`src/rtl/tsp_pkg.sv`:
```
// Shared TSP datapath sizing and vector type for the SRF write path.
// Consumers: srf_write_arbiter, rr_arbiter (SRF_ARB_FIXED_PRIO_EN selects policy).
package tsp_pkg;

    localparam int TSP_NUM_STREAM_ID       = 5;
    localparam int TSP_MIN_VEC_LENGTH      = 16;
    localparam int TSP_NUM_TILES_PER_SLICE = 20;
    localparam int TSP_NUM_STREAMS         = 1 << TSP_NUM_STREAM_ID;

    typedef logic [TSP_MIN_VEC_LENGTH-1:0] elem_t;
    typedef elem_t [TSP_NUM_TILES_PER_SLICE-1:0] vec_t;
    typedef logic [TSP_NUM_STREAM_ID-1:0] stream_id_t;

endpackage

```
`src/rtl/rr_arbiter.sv`:
```
// One-hot grant selection: round-robin from last_grant+1, or fixed
// priority (lowest index wins) when SRF_ARB_FIXED_PRIO_EN is defined.
module rr_arbiter
    import tsp_pkg::*;
#(
    parameter int N = 3,
    parameter int W = 2
) (
    input  logic [N-1:0] req,
    input  logic [W-1:0] last_grant,
    output logic [N-1:0] grant
);

`ifdef SRF_ARB_FIXED_PRIO_EN
    logic unused_last_grant;
    assign unused_last_grant = ^last_grant;

    always_comb begin
        logic found;
        grant = '0;
        found = 1'b0;
        for (int i = 0; i < N; i++) begin
            if (req[i] && !found) begin
                grant[i] = 1'b1;
                found    = 1'b1;
            end
        end
    end
`else
    always_comb begin
        logic         found;
        int           idx;
        logic [W-1:0] sel;
        grant = '0;
        found = 1'b0;
        // Walk N slots starting just past the previous winner, wrapping.
        for (int k = 1; k <= N; k++) begin
            idx = int'(last_grant) + k;
            if (idx >= N) begin
                idx = idx - N;
            end
            sel = idx[W-1:0];
            if (req[sel] && !found) begin
                grant[sel] = 1'b1;
                found      = 1'b1;
            end
        end
    end
`endif

endmodule

```
`src/rtl/srf_write_arbiter.sv`:
```
// Arbitrates requester writes into a single registered SRF write port.
// Policy is round-robin unless SRF_ARB_FIXED_PRIO_EN is defined.
module srf_write_arbiter
    import tsp_pkg::*;
#(
    parameter int NUM_REQ             = 3,
    parameter int NUM_STREAM_ID       = TSP_NUM_STREAM_ID,
    parameter int MIN_VEC_LENGTH      = TSP_MIN_VEC_LENGTH,
    parameter int NUM_TILES_PER_SLICE = TSP_NUM_TILES_PER_SLICE,
    localparam int IDX_W = (NUM_REQ > 1) ? $clog2(NUM_REQ) : 1
) (
    input  logic clk,
    input  logic rst,
    input  logic [NUM_REQ-1:0] req_valid,
    output logic [NUM_REQ-1:0] req_ready,
    input  logic [NUM_REQ-1:0][NUM_STREAM_ID-1:0] req_stream_id,
    input  logic [NUM_REQ-1:0][NUM_TILES_PER_SLICE-1:0][MIN_VEC_LENGTH-1:0] req_data,
    output logic srf_write_enable,
    input  logic srf_ready,
    output logic [NUM_STREAM_ID-1:0] srf_stream_dest,
    output logic [NUM_TILES_PER_SLICE-1:0][MIN_VEC_LENGTH-1:0] srf_write_data,
    output logic [IDX_W-1:0] grant_src,
    output logic conflict
);

    localparam logic [IDX_W-1:0] LAST_RST = IDX_W'(NUM_REQ - 1);

    logic                     we_q;
    logic [NUM_STREAM_ID-1:0] dest_q;
    logic [NUM_TILES_PER_SLICE-1:0][MIN_VEC_LENGTH-1:0] data_q;
    logic [IDX_W-1:0]         src_q;
    logic [IDX_W-1:0]         last_q;
    logic                     conf_q;

    logic               load_ok;
    logic               xfer;
    logic               conflict_d;
    logic [NUM_REQ-1:0] grant;
    logic [IDX_W-1:0]   gidx;

    rr_arbiter #(
        .N (NUM_REQ),
        .W (IDX_W)
    ) u_arb (
        .req        (req_valid),
        .last_grant (last_q),
        .grant      (grant)
    );

    assign load_ok   = !we_q || srf_ready;
    assign req_ready = load_ok ? grant : '0;
    assign xfer      = |(req_valid & req_ready);

    always_comb begin
        gidx = '0;
        for (int i = 0; i < NUM_REQ; i++) begin
            if (grant[i]) begin
                gidx = IDX_W'(i);
            end
        end
    end

    // Pairwise stream-ID compare over every valid request, granted or not.
    always_comb begin
        conflict_d = 1'b0;
        for (int i = 0; i < NUM_REQ; i++) begin
            for (int j = i + 1; j < NUM_REQ; j++) begin
                if (req_valid[i] && req_valid[j] &&
                    req_stream_id[i] == req_stream_id[j]) begin
                    conflict_d = 1'b1;
                end
            end
        end
    end

    always_ff @(posedge clk or negedge rst) begin
        if (!rst) begin
            we_q   <= 1'b0;
            dest_q <= '0;
            data_q <= '0;
            src_q  <= '0;
            last_q <= LAST_RST;
            conf_q <= 1'b0;
        end else begin
            conf_q <= conflict_d;
            if (xfer) begin
                we_q   <= 1'b1;
                dest_q <= req_stream_id[gidx];
                data_q <= req_data[gidx];
                src_q  <= gidx;
                last_q <= gidx;
            end else if (srf_ready) begin
                we_q <= 1'b0;
            end
        end
    end

    assign srf_write_enable = we_q;
    assign srf_stream_dest  = dest_q;
    assign srf_write_data   = data_q;
    assign grant_src        = src_q;
    assign conflict         = conf_q;

endmodule

```
`config.mk`:
```
export PLATFORM = sky130hd
export DESIGN_NAME = srf_write_arbiter
export DESIGN_NICKNAME = d
export VERILOG_FILES = /design/src/rtl/tsp_pkg.sv /design/src/rtl/rr_arbiter.sv /design/src/rtl/srf_write_arbiter.sv
export SDC_FILE = /design/constraint.sdc
export NUM_CORES = 1
export LEC_CHECK = 0
export CORE_AREA = 2 2 517 519
export DETAILED_ROUTE_END_ITERATION = 12
export DIE_AREA = 0 0 519 521
export DONT_BUFFER_PORTS = 1
export PLACE_DENSITY = 0.3
export SYNTH_ARGS = -nofsm -noshare
export SYNTH_HDL_FRONTEND = slang
export SYNTH_SLANG_ARGS = --single-unit
```
`constraint.sdc`:
```
create_clock -name clk -period 3.5 [get_ports clk]
set_input_delay 1.05 -clock clk [delete_from_list [all_inputs] [get_ports clk]]
set_output_delay 1.05 -clock clk [all_outputs]
set_load 0.02 [all_outputs]
```
# After elaboration in Yosys (flattened, before gate mapping)
# Cells that the tools add are included.
[op_classes]
addsub = 6
mul = 0
n_div = 0
order_cmp = 10
n_eq_ne = 3
n_shift = 0
mux = 32
n_bitwise = 3
n_reduce_logical = 17
[ops]
columns = ["cell", "count"]
rows = [
  ["$bmux 320 s2", 1],
  ["$mux 320", 1],
  ["$eq 5x5->1", 3],
  ["$mux 1", 14],
  ["$lt 2x3->1 const B", 4],
  ["$mux 3", 4],
  ["$logic_and 1x1->1", 11],
  ["$bmux 5 s2", 1],
  ["$ge 3x2->1 const B", 3],
  ["$mux 2", 4],
  ["$add 2x2->3 const B", 2],
  ["$bmux 1 s2", 3],
  ["$demux 1 s2", 3],
  ["$ge 2x1->1 const B", 3],
  ["$or 3x3->3", 2],
  ["$sub 2x1->2 const B", 3],
  ["$mux 5", 1],
  ["$add 2x1->3 const B", 1],
  ["$and 3x3->3", 1],
  ["$logic_not 1->1", 3],
  ["$reduce_or 3->1", 1],
  ["$reduce_bool 2->1", 1],
  ["$logic_or 1x1->1", 1],
]
[totals]
reg_bits = 331
latchBits = 0
mem_bits_rw = 0
rom_bits = 0
input_bits = 981
output_inout_bits = 332
word_cells = 96
memories = 0

# Logic depth before layout (Yosys ltp)
[logic_depth]
word_depth = 16
ltp_mapped = 12
ltp_nobuf = 8

# Hierarchy
# From an unflattened synthesis, not the netlist that was laid out.
[hier_totals]
cells_unflattened = 2205
hier_area_um2 = 18755.5
[modules_own_cells]
columns = ["module", "instances", "cells_each", "area_each_um2", "seq_area_each_um2"]
rows = [
  ["srf_write_arbiter", 1, 2169, 18457.7, 8259.2],
  ["rr_arbiter", 1, 36, 297.8, 0.0],
]

# Worst setup path before layout
# OpenSTA, ideal clock, no wires.
[synth_path]
path_kind = "input-to-output"
startpoint = "input req_valid[1]"
endpoint = "output req_ready[1]"
t_arrival_ns = 2.647
required_ns = 2.450
slack_ns = -0.197
stages = 7
path_buffers = 3
path_cell_list = "clkbuf_1 > and4b_1 > o21ai_1 > a211o_1 > clkbuf_1 > clkbuf_1 > a21oi_1"
[synth_between]
elab_chain_cells = 10
elab_cells_between_ends = 18
classes_between = "12 x mux; 2 x bitwise; 4 x reduce/logical"
[synth_lines]
columns = ["element", "line", "rtl"]
rows = [
  ["start: declaration", "srf_write_arbiter.sv:14", "input logic [NUM_REQ-1:0] req_valid,"],
  ["$bmux 1 s2", "rr_arbiter.sv:43", "if (req[sel] && !found) begin"],
  ["$mux 1 (not written as such)", "rr_arbiter.sv:43", ""],
  ["$mux 1", "rr_arbiter.sv:43", ""],
  ["$logic_not 1->1", "rr_arbiter.sv:43", ""],
  ["$logic_and 1x1->1", "rr_arbiter.sv:43", ""],
  ["$mux 1", "rr_arbiter.sv:43", ""],
  ["$logic_not 1->1", "rr_arbiter.sv:43", ""],
  ["$logic_and 1x1->1", "rr_arbiter.sv:43", ""],
  ["$mux 3 *", "rr_arbiter.sv:43", ""],
  ["$mux 3 *", "srf_write_arbiter.sv:51", "assign req_ready = load_ok ? grant : '0;"],
  ["end: declaration", "srf_write_arbiter.sv:15", "output logic [NUM_REQ-1:0] req_ready,"],
]
# Every way passes the cells marked *; elsewhere a longest branch is shown, timed or not. The select of a mux whose other input is x is not followed.

# Worst setup path after layout
[layout_path]
startpoint = "register last_q[1]"
endpoint = "output req_ready[0]"
[layout_between]
elab_chain_cells = 13
elab_cells_between_ends = 45
classes_between = "6 x add/sub; 9 x order compare; 21 x mux; 2 x bitwise; 7 x reduce/logical"
[layout_lines]
columns = ["element", "line", "rtl"]
rows = [
  ["start: declaration", "srf_write_arbiter.sv:32", "logic [IDX_W-1:0] last_q;"],
  ["start signal: assignment", "srf_write_arbiter.sv:91", "last_q <= gidx;"],
  ["$add 2x1->3", "rr_arbiter.sv:38", "idx = int'(last_grant) + k;"],
  ["$ge 3x2->1 or $sub 2x1->2 (tied branches)", "rr_arbiter.sv:39, rr_arbiter.sv:40", ""],
  ["$mux 2", "rr_arbiter.sv:39", "if (idx >= N) begin"],
  ["$lt 2x3->1 (not written as such) (tied with other cells)", "rr_arbiter.sv:44", "grant[sel] = 1'b1;"],
  ["$logic_and 1x1->1 (not written as such) or $mux 1 (tied branches)", "rr_arbiter.sv:44, rr_arbiter.sv:43", ""],
  ["$mux 1, on equally long branches", "rr_arbiter.sv:44, rr_arbiter.sv:43", ""],
  ["$demux 1 s2 or $logic_not 1->1 (tied branches)", "n/a", ""],
  ["$mux 3 or $logic_and 1x1->1 (tied branches)", "rr_arbiter.sv:43", ""],
  ["$or 3x3->3 (no source line) or $mux 1 (tied branches)", "n/a", ""],
  ["$mux 3 or $logic_not 1->1 (tied branches)", "rr_arbiter.sv:43", ""],
  ["$or 3x3->3 (no source line) or $logic_and 1x1->1 (tied branches)", "n/a", ""],
  ["$mux 3 *", "rr_arbiter.sv:43", ""],
  ["$mux 3 *", "srf_write_arbiter.sv:51", ""],
]
# Marked as above.

==> impl_metrics.prom <==
# TYPE chip_impl_metric gauge
chip_impl_metric{name="timing.critical_path.slowest_cell_delay",unit="ps"} 530
chip_impl_metric{name="finalClockSkew",unit="ps"} 17.8
chip_impl_metric{name="power-per-cell-area",unit="nW/µm²"} 1240
chip_impl_metric{name="power.share.switching",unit="%"} 52.4
chip_impl_info{name="status",value="finished with violations"} 1
chip_impl_metric{name="totalPowerFinal",unit="mW"} 35.3
chip_impl_info{name="worst_hold_path_type",value="in2async"} 1
chip_impl_info{name="worst_path_max_delay_cell",value="sky130_fd_sc_hd__dfstp_2"} 1
chip_impl_metric{name="net-switching-power",unit="mW"} 18.5
chip_impl_metric{name="maxClockFrequency",unit="GHz"} 0.276
chip_impl_metric{name="grt_first_pass_wirelength",unit="µm"} 229000
chip_impl_metric{name="path_clk_slew",unit="ps"} 60
chip_impl_metric{name="area.growth.synth_to_final",unit="%"} 41.2
chip_impl_metric{name="period_needed",unit="ps"} 3620
chip_impl_metric{name="post-route-cell-area",unit="µm²"} 28500
chip_impl_metric{name="final_antenna_net_count",unit=""} 0
chip_impl_metric{name="grt_pass1_vias",unit=""} 20800
chip_impl_metric{name="clkSinkCount",unit=""} 330
chip_impl_info{name="tritoncts",value="done"} 1
chip_impl_metric{name="finalWirelength",unit="µm"} 182000
chip_impl_metric{name="first_iter_violations",unit=""} 1377
chip_impl_metric{name="reg2regPathDepth",unit=""} 12
chip_impl_metric{name="routed_via_density",unit=""} 3.44
chip_impl_metric{name="worst-endpoint-arrival",unit="ps"} 2570
chip_impl_metric{name="cts_max_level",unit=""} 2
chip_impl_metric{name="post_synthesis_mean_instance_area",unit="µm²"} 8.81
chip_impl_info{name="cts_root_buf",value="sky130_fd_sc_hd__clkbuf_16"} 1
chip_impl_info{name="critPathKind",value="reg2out"} 1
chip_impl_metric{name="comb_power_share",unit="%"} 49.0
chip_impl_metric{name="finalCritPeriodShare",unit="%"} 103
chip_impl_metric{name="seqPwrFrac",unit="%"} 34.3
chip_impl_metric{name="insertion_delay",unit="ps"} 660
chip_impl_metric{name="required",unit="ps"} 2450
chip_impl_metric{name="fin_nets",unit=""} 3373
chip_impl_metric{name="regToRegSetupSlack",unit="ps"} 10
chip_impl_metric{name="setup_violations",unit=""} 3
chip_impl_info{name="rr_startpoint",value="last_q[1]$_DFFE_PN1P_"} 1
chip_impl_metric{name="detailedRoute.firstPassIterationCount",unit=""} 7
chip_impl_metric{name="dpl.hpwl",unit="µm"} 154000
chip_impl_metric{name="finalWeightedCongestion",unit=""} 0.998
chip_impl_info{name="worstSetupEndpointType",value="primary output"} 1
chip_impl_info{name="rsz0062_at_grt",value="true"} 1
chip_impl_metric{name="route.vias.total",unit=""} 20700
chip_impl_metric{name="grt_overflow_total",unit=""} 0
chip_impl_info{name="timing.rr.end",value="srf_write_data[66]$_DFFE_PN0P_"} 1
chip_impl_metric{name="final_core_utilization",unit="%"} 10.8
chip_impl_metric{name="place.port_buffers",unit=""} 0
chip_impl_metric{name="cts-buffers-inserted",unit=""} 51
chip_impl_metric{name="pre_cts_ws",unit="ps"} -305
chip_impl_info{name="layout_commonest_cell",value="sky130_fd_sc_hd__dfrtp_1"} 1
chip_impl_info{name="synth_top_flop_cell",value="sky130_fd_sc_hd__dfrtp_1"} 1
chip_impl_metric{name="final-max-slew-violation-count",unit=""} 0
chip_impl_metric{name="die_h",unit="µm"} 521
chip_impl_metric{name="initial_utilization",unit="%"} 7.63
chip_impl_metric{name="finalWorstSetupSlack",unit="ps"} -118
chip_impl_metric{name="final-hold-violation-count",unit=""} 0
chip_impl_metric{name="clkPwrFrac",unit="%"} 16.7
chip_impl_metric{name="path_max_fanout",unit=""} 6
chip_impl_metric{name="synth_area",unit="µm²"} 20200
chip_impl_metric{name="peakVddDrop",unit="V"} 0.000502
chip_impl_metric{name="detail_route.wl_per_cell",unit="µm"} 30.3
chip_impl_metric{name="synth_seq_cells",unit=""} 330
chip_impl_metric{name="cts_buffer_depth",unit=""} 3
chip_impl_metric{name="fin_worst_hold_slack",unit="ps"} 89.4
chip_impl_metric{name="post_synth_inst_count",unit=""} 2290
chip_impl_metric{name="core.rowCount",unit=""} 189
chip_impl_metric{name="layout.cells.non_filler",unit=""} 6016
chip_impl_metric{name="boundaryPins",unit=""} 1313
chip_impl_metric{name="drive_above_1_share",unit="%"} 19.3
chip_impl_metric{name="drc",unit=""} 0
chip_impl_metric{name="core_area",unit="µm²"} 264000
chip_impl_info{name="violations",value="negative setup slack"} 1
chip_impl_info{name="layout.cells.most_common_list",value="sky130_fd_sc_hd__dfrtp_1 (329), sky130_fd_sc_hd__nor2_1 (326), sky130_fd_sc_hd__o21ai_0 (325)"} 1
chip_impl_metric{name="track_usage",unit="%"} 12.8
chip_impl_info{name="worstPathCellList",value="inv_2, ha_4, buf_6, mux2i_2, o21ai_2, and3_4, or3_4"} 1
chip_impl_metric{name="place_inst",unit=""} 5849
chip_impl_metric{name="grt_antenna_before_repair",unit=""} 132
chip_impl_metric{name="slew_headroom",unit="%"} 9.62
chip_impl_metric{name="tns",unit="ps"} -260
chip_impl_metric{name="synthesis.nets",unit=""} 3277
chip_impl_metric{name="synth-edff-count",unit=""} 0
chip_impl_metric{name="synth_seq_area_share",unit="%"} 40.9
chip_impl_metric{name="floorplan.die.width",unit="µm"} 519
chip_impl_info{name="critPathLaunchType",value="flop"} 1
chip_impl_metric{name="synthArstFlopShare",unit="%"} 100
chip_impl_metric{name="fp.dieArea",unit="µm²"} 270000
chip_impl_metric{name="internal_power",unit="mW"} 16.8
chip_impl_metric{name="worst-slew-pin-transition",unit="ps"} 1340
chip_impl_metric{name="static-leakage-power",unit="nW"} 9.85
chip_impl_metric{name="max_cap_viol_count",unit=""} 0
chip_impl_metric{name="synthDistinctLibCells",unit=""} 39
chip_impl_info{name="setup.worst_path.start",value="last_q[1]$_DFFE_PN1P_"} 1
chip_impl_metric{name="final.fill_count",unit=""} 30700
chip_impl_metric{name="yosys_warnings",unit=""} 0
chip_impl_metric{name="grt_start_max_net_pins",unit=""} 323
chip_impl_metric{name="place_area",unit="µm²"} 26100
-- worst max-delay path by stage --
stage	endpoint	slack (ps)	cells past startpoint
after floorplan	req_ready[1]	-60	7
after global placement	srf_write_data[256]$_DFFE_PN0P_	-320	12
after detailed placement	srf_write_data[256]$_DFFE_PN0P_	-300	12
after CTS	req_ready[1]	-230	7
after global routing	req_ready[0]	-260	7
final	req_ready[0]	-120	7
-- what timing repair did --
action	4_1_cts	5_1_grt
gates resized for setup	25	21
hold buffers	3	0
pin swaps	10	7
cloned	0	1
hold endpoints to repair	7	0
endpoints found under the setup margin	28	14
setup buffers	7	3
-- flip-flops by register name, indices dropped and copies added, names as in the netlist --
name              cells
grant_src             2
srf_write_data      320
conflict              1
srf_stream_dest       5
last_q                1
srf_write_enable      1
-- cells by family after synthesis --
family                     Yosys count  synth area share (%)
DFF                                330                  40.9
AOI/OAI and AO/OA                  989                  26.7
buffers and inverters              260                  5.80
muxes                              331                  18.4
xor gates and xnor gates            15                 0.651
and+or+nand+nor                    359                  7.08
adders and majority gates            6                 0.372
-- cells in the mapped netlist, types with 2 or more instances --
master                       n  area [µm²]
sky130_fd_sc_hd__nand3b_1    2        15.0
sky130_fd_sc_hd__buf_1      18        67.6
sky130_fd_sc_hd__dfrtp_1   329        8230
sky130_fd_sc_hd__o21ai_0   327        1640
sky130_fd_sc_hd__xnor2_1     3        26.3
sky130_fd_sc_hd__and3_1      2        12.5
sky130_fd_sc_hd__mux2_2     43         484
sky130_fd_sc_hd__ha_1        6        75.1
sky130_fd_sc_hd__xor2_1     12         105
sky130_fd_sc_hd__a211oi_1    2        15.0
sky130_fd_sc_hd__buf_2      29         145
sky130_fd_sc_hd__a31oi_1   325        2030
sky130_fd_sc_hd__nand2_1     5        18.8
sky130_fd_sc_hd__nor4_1      3        18.8
sky130_fd_sc_hd__mux2_1    284        3200
sky130_fd_sc_hd__o21ai_1     2        10.0
sky130_fd_sc_hd__nand4_1     5        31.3
sky130_fd_sc_hd__nand2b_1    3        18.8
sky130_fd_sc_hd__inv_1       4        15.0
sky130_fd_sc_hd__mux2i_1     4        40.0
sky130_fd_sc_hd__a21oi_1   326        1630
sky130_fd_sc_hd__clkbuf_1  171         642
sky130_fd_sc_hd__buf_6       4        45.0
sky130_fd_sc_hd__a211o_1     2        17.5
sky130_fd_sc_hd__nand3_1     5        25.0
sky130_fd_sc_hd__buf_4      34         255
sky130_fd_sc_hd__o211ai_1    2        15.0
sky130_fd_sc_hd__nor2_1    327        1230
-- metal layers --
metal | part of all wire, % | global-route usage, % | vias up
met3 | 16 | 8.79 | 311
met5 | 0.35 | 0 | -
met1 | 37 | 13.8 | 10300
met2 | 44 | 20.1 | 1334
li1 | - | - | 8698
met4 | 3.4 | 3.80 | 100
-- power by group through the flow --
stage | combinational (mW) | sequential (mW) | clock, mW
3_5_place_dp | 17.1 | 12.6 | 0
4_1_cts | 17.4 | 12.5 | 6.16
5_1_grt | 18.8 | 12.6 | 6.29
6_report | 17.3 | 12.1 | 5.89
2_1_floorplan | 9.99 | 9.33 | 0
3_3_place_gp | 17.0 | 12.6 | 0
-- worst max-delay path: cells and delay by family (launching register included) --
family | cells | cell delay, ps
AND/OR/NAND/NOR | 2 | 580
flip-flops | 1 | 530
adder cells (fa/ha/maj) | 1 | 320
multiplexers | 1 | 210
buffers and inverters | 2 | 170
AO/OA/AOI/OAI | 1 | 100
-- layout make-up --
| type | count | area [µm²] | share of cell area (%) |
|---|---|---|---|
| Tap cell | 3533 | 4420 | 15.5 |
| Clock inverter | 27 | 434 | 1.52 |
| Timing Repair Buffer | 299 | 2830 | 9.92 |
| Inverter | 4 | 15.0 | 0.0527 |
| Multi-Input combinational cell | 1700 | 11000 | 38.5 |
| Antenna cell | 57 | 143 | 0.501 |
| Sequential cell | 330 | 8260 | 29.0 |
| Clock buffer | 66 | 1430 | 5.03 |
Power figures use the tool's default switching activity.
